[src/rtl/axis_wrapper_top.sv]
// AXI4-Stream datapoint reducer: popcounts NUM_PACKETS-beat datapoints and emits
// one {index, popcount} word per datapoint through a 4-deep fall-through FIFO.
module axis_wrapper_top #(
  parameter int C_S00_AXIS_DATA_WIDTH = 64,
  parameter int C_M00_AXIS_DATA_WIDTH = 64,
  parameter int NUM_PACKETS           = 13,
  parameter int DATAPOINTS            = 10
) (
  input  logic                                 s00_axis_aclk,
  input  logic                                 s00_axis_aresetn,
  output logic                                 s00_axis_tready,
  input  logic [C_S00_AXIS_DATA_WIDTH-1:0]     s00_axis_tdata,
  input  logic [(C_S00_AXIS_DATA_WIDTH/8)-1:0] s00_axis_tstrb,
  input  logic                                 s00_axis_tlast,
  input  logic                                 s00_axis_tvalid,
  input  logic                                 m00_axis_aclk,
  input  logic                                 m00_axis_aresetn,
  input  logic                                 m00_axis_tready,
  output logic [C_M00_AXIS_DATA_WIDTH-1:0]     m00_axis_tdata,
  output logic                                 m00_axis_tlast,
  output logic                                 m00_axis_tvalid
);

  localparam int BEAT_W    = $clog2(NUM_PACKETS) + 1;
  localparam int IDX_W_MIN = $clog2(DATAPOINTS) + 1;
  localparam int IDX_W     = (IDX_W_MIN < 16) ? 16 : IDX_W_MIN;
  localparam int WORD_W    = C_M00_AXIS_DATA_WIDTH;

  function automatic logic [6:0] popcount64(input logic [63:0] v);
    logic [6:0] cnt;
    cnt = '0;
    for (int i = 0; i < 64; i++) cnt = cnt + {6'd0, v[i]};
    return cnt;
  endfunction

  logic              rst;
  logic              unused_ok;
  logic              s_ready_q, s_ready_d;
  logic [BEAT_W-1:0] beat_cnt_q, beat_cnt_d;
  logic [15:0]       acc_q, acc_d;
  logic [IDX_W-1:0]  idx_q, idx_d;
  logic [WORD_W:0]   mem_q [4];
  logic [WORD_W:0]   mem_d [4];
  logic [1:0]        wr_ptr_q, wr_ptr_d, rd_ptr_q, rd_ptr_d;
  logic [2:0]        count_q, count_d;
  logic              accept, close_dp, push, pop;
  logic [15:0]       acc_total;
  logic [WORD_W:0]   head;

  assign rst       = !s00_axis_aresetn;
  // The master-side clock/reset are tied to the slave ones; tstrb carries no meaning here.
  assign unused_ok = ^{s00_axis_tstrb, m00_axis_aclk, m00_axis_aresetn};

  assign accept    = s00_axis_tvalid && s_ready_q;
  assign acc_total = acc_q + {9'd0, popcount64(s00_axis_tdata[63:0])};
  assign close_dp  = accept && (s00_axis_tlast || (beat_cnt_q == BEAT_W'(NUM_PACKETS - 1)));
  assign push      = close_dp;
  assign pop       = (count_q != 3'd0) && m00_axis_tready;

  always_comb begin
    beat_cnt_d = beat_cnt_q;
    acc_d      = acc_q;
    idx_d      = idx_q;
    mem_d      = mem_q;
    wr_ptr_d   = wr_ptr_q;
    rd_ptr_d   = rd_ptr_q;
    count_d    = count_q;
    if (accept) begin
      if (close_dp) begin
        beat_cnt_d = '0;
        acc_d      = '0;
        idx_d      = s00_axis_tlast ? '0 : idx_q + IDX_W'(1);
      end else begin
        beat_cnt_d = beat_cnt_q + BEAT_W'(1);
        acc_d      = acc_total;
      end
    end
    if (push) begin
      mem_d[wr_ptr_q] = {s00_axis_tlast, idx_q[15:0], 32'h0, acc_total};
      wr_ptr_d        = wr_ptr_q + 2'd1;
    end
    if (pop) rd_ptr_d = rd_ptr_q + 2'd1;
    count_d   = count_q + {2'd0, push} - {2'd0, pop};
    // Ready is registered from the post-update occupancy so a full FIFO blocks the next beat.
    s_ready_d = (count_d < 3'd4);
  end

  always_ff @(posedge s00_axis_aclk) begin
    if (rst) begin
      s_ready_q  <= 1'b0;
      beat_cnt_q <= '0;
      acc_q      <= '0;
      idx_q      <= '0;
      wr_ptr_q   <= '0;
      rd_ptr_q   <= '0;
      count_q    <= '0;
      for (int i = 0; i < 4; i++) mem_q[i] <= '0;
    end else begin
      s_ready_q  <= s_ready_d;
      beat_cnt_q <= beat_cnt_d;
      acc_q      <= acc_d;
      idx_q      <= idx_d;
      wr_ptr_q   <= wr_ptr_d;
      rd_ptr_q   <= rd_ptr_d;
      count_q    <= count_d;
      mem_q      <= mem_d;
    end
  end

  assign head            = mem_q[rd_ptr_q];
  assign s00_axis_tready = s_ready_q;
  assign m00_axis_tvalid = (count_q != 3'd0);
  assign m00_axis_tdata  = m00_axis_tvalid ? head[WORD_W-1:0] : '0;
  assign m00_axis_tlast  = m00_axis_tvalid && head[WORD_W];

endmodule

[config.mk]
export PLATFORM = sky130hd
export DESIGN_NAME = axis_wrapper_top
export DESIGN_NICKNAME = d
export VERILOG_FILES = /design/src/rtl/axis_wrapper_top.sv
export SDC_FILE = /design/constraint.sdc
export NUM_CORES = 1
export LEC_CHECK = 0
export CORE_ASPECT_RATIO = 2
export CORE_MARGIN = 2
export CORE_UTILIZATION = 30
export CTS_BUF_LIST = sky130_fd_sc_hd__clkbuf_2 sky130_fd_sc_hd__clkbuf_4 sky130_fd_sc_hd__clkbuf_8
export CTS_CLUSTER_SIZE = 16
export DETAILED_ROUTE_END_ITERATION = 16
export RECOVER_POWER = 25
export SLEW_MARGIN = 30
export SYNTH_ARGS = -nofsm -noshare
export SYNTH_HDL_FRONTEND = slang
export SYNTH_SLANG_ARGS = --single-unit
[constraint.sdc]
create_clock -name s00_axis_aclk -period 7.12 [get_ports s00_axis_aclk]
set_input_delay 1.068 -clock s00_axis_aclk [delete_from_list [all_inputs] [get_ports s00_axis_aclk]]
set_output_delay 1.068 -clock s00_axis_aclk [all_outputs]
set_load 0.005 [all_outputs]
==> results of run 1 <==
## area by class of cell
| class | instances | area, um2 |
|---|---|---|
| multi-input combinational | 790 | 6000 |
| fill | 3407 | 21300 |
| sequential | 177 | 3540 |
| clock buffer | 19 | 255 |
| timing repair buffer | 139 | 1420 |
| inverter | 102 | 385 |
| antenna | 2 | 5.00 |
| clock inverter | 13 | 174 |
| tap | 436 | 546 |
## logic make-up (layout without fill, tap and decap cells)
group	Yosys count	after routing	synth area share
fa+ha+maj	94	94	0.156
xor+xnor	20	20	0.0171
other cells	1	34	0.000366
simple gates	389	389	0.175
buf+inv	210	273	0.0929
flops	177	177	0.345
compound gates	221	221	0.139
mux	34	34	0.0734
## registers in the layout, indices dropped and copies added, names as in the netlist
name and flops:
idx_q 16, rd_ptr_q 2, beat_cnt_q 5, mem_q 132, count_q 3, s00_axis_tready 1, acc_q 16, wr_ptr_q 2
## metal layers
| layer | up-vias | global-route usage | wire length [um] |
|---|---|---|---|
| li1 | 3975 | - | - |
| met2 | 208 | 0.290 | 14500 |
| met3 | 34 | 0.0219 | 914 |
| met4 | 0 | 0.0583 | 732 |
| met1 | 3906 | 0.152 | 9470 |
| met5 | - | 0 | 0 |
## final timing paths
check              end  slack (ns)  cells after the start
max reg2reg  mem_q[14]        1.21                     16
max          mem_q[14]        0.15                     18
min reg2reg  mem_q[50]        0.46                      2
min          mem_q[50]        0.46                      2
## cell usage in the layout (no fill, tap or decap), types with 6 or more instances in the layout
cell,count
a211oi_1,8
a21oi_1,111
a31oi_1,8
a32oi_1,7
and2_1,40
and3_1,11
buf_4,30
clkbuf_8,18
clkdlybuf4s50_1,67
conb_1,32
dfxtp_1,176
dlymetal6s2s_1,32
fa_1,49
fa_2,8
ha_1,37
inv_1,83
inv_2,18
mux4_2,33
nand2_1,186
nand2b_1,11
nand3_1,40
nand4_1,6
nor2_1,57
o2111ai_1,7
o211ai_1,12
o21ai_0,21
o311a_1,8
o311ai_1,8
or3_1,12
xnor2_1,9
xor2_1,11
## stage by stage
stage	cell area [um2]	utilization
after global routing	12300	0.366
final	12300	0.366
after detailed placement	11700	0.347
after global placement	11600	0.346
after CTS	12200	0.362
after floorplan	10400	-
## worst register-to-register path: cells and delay by family (launching register included)
family / cells / cell delay [ns]
fa+ha+maj: 9 / 4.19
simple gates: 2 / 0.53
compound gates: 3 / 0.53
flops: 1 / 0.34
buf+inv: 2 / 0.22
## synthesized netlist by cell type, types with 2 or more instances
library cell,count
fa_1,57
a311oi_1,4
a31o_1,5
and3_1,15
a21oi_1,113
a211oi_1,8
o211ai_1,12
and2_1,42
ha_1,37
nand4_1,6
a31oi_1,8
o311a_1,8
nor2_1,57
o2111ai_1,8
clkbuf_1,41
xnor2_1,9
a211oi_4,2
o211ai_2,2
o21ai_0,21
xor2_1,11
and4_1,3
nand2_1,186
nand2b_1,12
buf_4,34
dfxtp_1,177
a32oi_1,7
nand3_1,41
or3_1,13
buf_2,30
o311ai_1,9
inv_1,101
o21ai_1,2
a211o_1,2
mux4_2,33
o21a_1,2
buf_1,3
nor3_1,5
## timing repair
item	in CTS	in global routing
buffers inserted	3	2
pin swaps	13	22
gates cloned	0	0
resized for setup	12	66
setup endpoints to repair	46	51
==> flow_metrics.env, run 1 <==
export IMPL_r2r_start="acc_q[0]"
export IMPL_start_util=0.305
export IMPL_syn_cell_area_um2=10300
export IMPL_drv_cap=2
export IMPL_synthTopCellsByArea="dfxtp_1 35%, fa_1 11%, mux4_2 7.2%, nand2_1 6.8%, a21oi_1 5.5%"
export IMPL_critPathRequiredTime_ns=7.51
export IMPL_ys_types=57
export IMPL_status="finished with violations"
export IMPL_rsz0062_at_grt="false"
export IMPL_yosys_area_top_type="dfxtp_1"
export IMPL_fin_ws_ns=0.148
export IMPL_synthArstFlopShare=0
export IMPL_numCtsBuffers=17
export IMPL_ys_flop_type="dfxtp_1"
export IMPL_setup_viol=0
export IMPL_critPathBufInv=3
export IMPL_syn_inst=1146
export IMPL_violations="max-capacitance violations, max-slew violations"
export IMPL_grt_pass1_vias=8255
export IMPL_cpLargestDelayFamily="adder cells"
export IMPL_min_delay_start="mem_q[50]"
export IMPL_die_area_um2=35800
export IMPL_grt_ovfl_total=0
export IMPL_clock_path_buffers=2
export IMPL_grt_usage=0.148
export IMPL_root_buffer="clkbuf_8"
export IMPL_hold_buffers=0
export IMPL_gp_congestion=0.853
export IMPL_drt_wl_total_mm=25.6
export IMPL_yosysTopAreaCellShare=0.345
export IMPL_max_stage_delay_ns=0.56
export IMPL_yosysSeqAreaShare=0.345
export IMPL_period_minus_slack_ns=6.97
export IMPL_synthToLayoutAreaGrowth_pct=20.1
export IMPL_fmax_ghz=0.143
export IMPL_io_buffers=103
export IMPL_fin_crit_sh=0.979
export IMPL_ant_nets=0
export IMPL_vias=8123
export IMPL_hold_viol=0
export IMPL_drc=0
export IMPL_whs_ns=0.457
export IMPL_die_x_um=135
export IMPL_dp_slack_ns=-0.767
export IMPL_h_tree_depth=4
export IMPL_ys_warnings_count=0
export IMPL_holdCritPathClass="reg -> reg"
export IMPL_drt_first_pass_iters=5
export IMPL_maxSlewViolCount=72
export IMPL_crit_fanout=5
export IMPL_wire_per_inst_um=15.3
export IMPL_fin_skew_ns=0.00768
export IMPL_final_nets=1400
export IMPL_final_cells=1678
export IMPL_rows=95
export IMPL_avgSynthCellArea_um2=8.95
export IMPL_grt_max_degree=71
export IMPL_io_pins=146
export IMPL_clk_pin_slew_worst_paths_ns=0.09
export IMPL_setup_worst_path_start="s00_axis_tdata[41]"
export IMPL_grt_pass1_wl_mm=41.8
export IMPL_critical_path_slowest_cell="fa_2"
export IMPL_first_iter_violations=483
export IMPL_path_cells="clkdlybuf4s50_1 -> fa_1 -> fa_2 -> inv_2 -> fa_2 -> fa_1 -> fa_2 -> fa_1 -> fa_1 -> fa_1 -> fa_2 -> fa_2 -> nand2b_4 -> a211oi_4 -> buf_6 -> a211oi_4 -> or3_4 -> a311oi_2"
export IMPL_dpl_cell_count=1639
export IMPL_core_area_um2=33600
export IMPL_slew_headroom=-0.0595
export IMPL_post_dp_hpwl_mm=18.2
export IMPL_ys_ff_latch=177
export IMPL_antenna_found_initial=2
export IMPL_start_kind="primary input"
export IMPL_final_setup_tns_ns=0
export IMPL_cts_tree="yes"
export IMPL_worstMarginPinSlew_ns=1.59
export IMPL_end_kind="register"
export IMPL_path_class="in -> reg"
export IMPL_die_h_um=266
export IMPL_cts_sinks=177
export IMPL_drive_above_1_share=0.124
export IMPL_insertion_delay_ns=0.47
export IMPL_cp_arrival_ns=7.36
export IMPL_vias_per_cell=4.84
export IMPL_synth_edf_count=0
Power of run 1 is left out: the tool's default activity adds up to more than one toggle a clock period on the data nets, which glitch-free logic cannot reach.
==> run 2: changes to the inputs <==
HOLD_SLACK_MARGIN = 0.02   (was unset)
==> results of run 2 <==
No change in the layout: final DEF, timing and power equal those of run 1.
Power of run 2 is left out for the same reason.
==> run 3: changes to the inputs <==
SLEW_MARGIN = unset   (was 30)
==> run 3 against run 2 <==
Against the previous run: the flow still finishes with violations (max-capacitance violations, max-slew violations); count of clock-buffer cells in the layout down 2; global-route usage up 0.072 points; sequential share of layout area up 0.38 points; flip-flop and latch count unchanged; worst hold slack about the same; die area unchanged; largest cell class unchanged.
==> flow_metrics.env, run 3 (same netlist as run 1, synthesis figures left out) <==
export IMPL_drc=0
export IMPL_cts_sinks=177
export IMPL_dp_slack_ns=-0.778
export IMPL_start_kind="primary input"
export IMPL_root_buffer="clkbuf_8"
export IMPL_antenna_found_initial=1
export IMPL_maxSlewViolCount=108
export IMPL_fin_skew_ns=0.0161
export IMPL_grt_pass1_vias=8320
export IMPL_busiest_layer="met2"
export IMPL_drive_above_1_share=0.108
export IMPL_gp_congestion=0.853
export IMPL_post_dp_hpwl_mm=18.1
export IMPL_drt_first_pass_iters=5
export IMPL_critPathRequiredTime_ns=7.43
export IMPL_path_class="in -> reg"
export IMPL_crit_end="mem_q[207]"
export IMPL_first_iter_violations=477
export IMPL_drt_wl_total_mm=25.6
export IMPL_core_area_um2=33600
export IMPL_met3_usage=0.0261
export IMPL_fin_crit_sh=0.982
export IMPL_grt_max_degree=71
export IMPL_layout_common_cells="186 x nand2_1, 176 x dfxtp_1, 113 x a21oi_1, 89 x inv_1, 68 x clkdlybuf4s50_1"
export IMPL_start_util=0.305
export IMPL_vias=8143
export IMPL_cp_arrival_ns=7.30
export IMPL_die_x_um=135
export IMPL_grt_pass1_wl_mm=41.9
export IMPL_rows=95
export IMPL_clk_pin_slew_worst_paths_ns=0.11
export IMPL_place_area_um2=11600
export IMPL_hold_viol=0
export IMPL_whs_ns=0.457
export IMPL_violations="max-capacitance violations, max-slew violations"
export IMPL_io_buffers=103
export IMPL_r2r_start="acc_q[0]"
export IMPL_synthToLayoutAreaGrowth_pct=18.6
export IMPL_hold_depth=2
export IMPL_holdCritPathClass="reg -> reg"
export IMPL_met1_usage=0.150
export IMPL_largest_reg_flops=132
export IMPL_worstMarginPinSlew_ns=1.62
export IMPL_grt_use_met2=0.291
export IMPL_largest_register="mem_q"
export IMPL_stdcell_area_um2=12200
export IMPL_worstReg2RegEnd="mem_q[207]"
export IMPL_setup_worst_path_start="s00_axis_tdata[41]"
export IMPL_io_pins=146
export IMPL_cts_tree="yes"
export IMPL_setup_viol=0
export IMPL_path_cells="clkdlybuf4s50_1 -> fa_1 -> fa_2 -> inv_2 -> fa_2 -> fa_1 -> fa_2 -> fa_1 -> fa_1 -> fa_1 -> fa_2 -> fa_2 -> nand2b_4 -> a211oi_4 -> buf_6 -> buf_4 -> o2111ai_1 -> a2bb2oi_1 -> buf_4 -> a21oi_1"
export IMPL_h_tree_depth=4
export IMPL_period_minus_slack_ns=6.99
export IMPL_clock_path_buffers=2
export IMPL_status="finished with violations"
export IMPL_max_stage_delay_ns=0.55
export IMPL_die_area_um2=35800
export IMPL_insertion_delay_ns=0.49
export IMPL_slew_headroom=-0.0814
export IMPL_end_kind="register"
export IMPL_grt_ovfl_total=0
export IMPL_numCtsBuffers=17
export IMPL_wire_per_inst_um=15.3
export IMPL_fmax_ghz=0.143
export IMPL_largestRegisters="mem_q: 132 flops, acc_q: 16 flops, idx_q: 16 flops"
export IMPL_fin_ws_ns=0.131
export IMPL_ant_nets=0
export IMPL_critical_path_slowest_cell="fa_2"
export IMPL_die_h_um=266
export IMPL_r2r_setup_slack_ns=1.18
export IMPL_reg2reg_depth=18
export IMPL_final_common_cell="nand2_1"
export IMPL_grt_usage=0.148
export IMPL_crit_fanout=6
export IMPL_rsz0062_at_grt="false"
export IMPL_vias_per_cell=4.86
export IMPL_final_nets=1397
export IMPL_drv_cap=3
==> run 3: how the worst min path moves through the flow <==
| stage | end | slack (ns) | from |
|---|---|---|---|
| 5_1_grt | mem_q[132] | 0.48 | mem_q[132] |
| 6_report | mem_q[50] | 0.46 | mem_q[50] |
| 4_1_cts | mem_q[50] | 0.46 | mem_q[50] |
| 3_5_place_dp | mem_q[50] | 0.45 | mem_q[50] |
| 2_1_floorplan | mem_q[113] | 0.43 | mem_q[113] |
| 3_3_place_gp | mem_q[185] | 0.44 | mem_q[185] |
==> run 3: final cells by class <==
cell class                 count  area (um2)
clock buffer                  17         234
timing repair buffer         136        1360
multi-input combinational    790        5950
tap                          436         546
inverter                     102         384
clock inverter                15         143
antenna                        1        2.50
fill                        3418       21500
sequential                   177        3540
==> run 3: stage by stage <==
step / cells / util / setup TNS, ns
2_1_floorplan: 1177 / - / 0
3_3_place_gp: 1637 / 0.346 / -30.15
3_5_place_dp: 1637 / 0.346 / -37.84
4_1_cts: 1672 / 0.358 / -0.0366
5_1_grt: 1674 / 0.362 / 0
6_report: 1674 / 0.362 / 0
==> run 3: what timing repair did <==
item                                    4_1_cts  5_1_grt
setup buffers                                 3        1
endpoints found under the setup margin       46       51
pin swaps                                    10       18
hold buffers                                  0        0
gates resized for setup                       7       52
==> run 3: layer usage <==
metal / up-vias / wire length [um] / part of all wire
li1: 3977 / - / -
met1: 3893 / 9190 / 0.36
met2: 234 / 14700 / 0.57
met3: 39 / 1110 / 0.043
met4: 0 / 672 / 0.026
met5: - / 0 / 0
==> run 3: worst max-delay path, delay by kind of cell <==
kind / cells / cell delay (ns)
adders and majority gates: 10 / 4.56
and+or+nand+nor: 1 / 0.16
buffers and inverters: 5 / 0.96
AOI/OAI and AO/OA: 4 / 0.56
Power of run 3 is left out for the same reason.
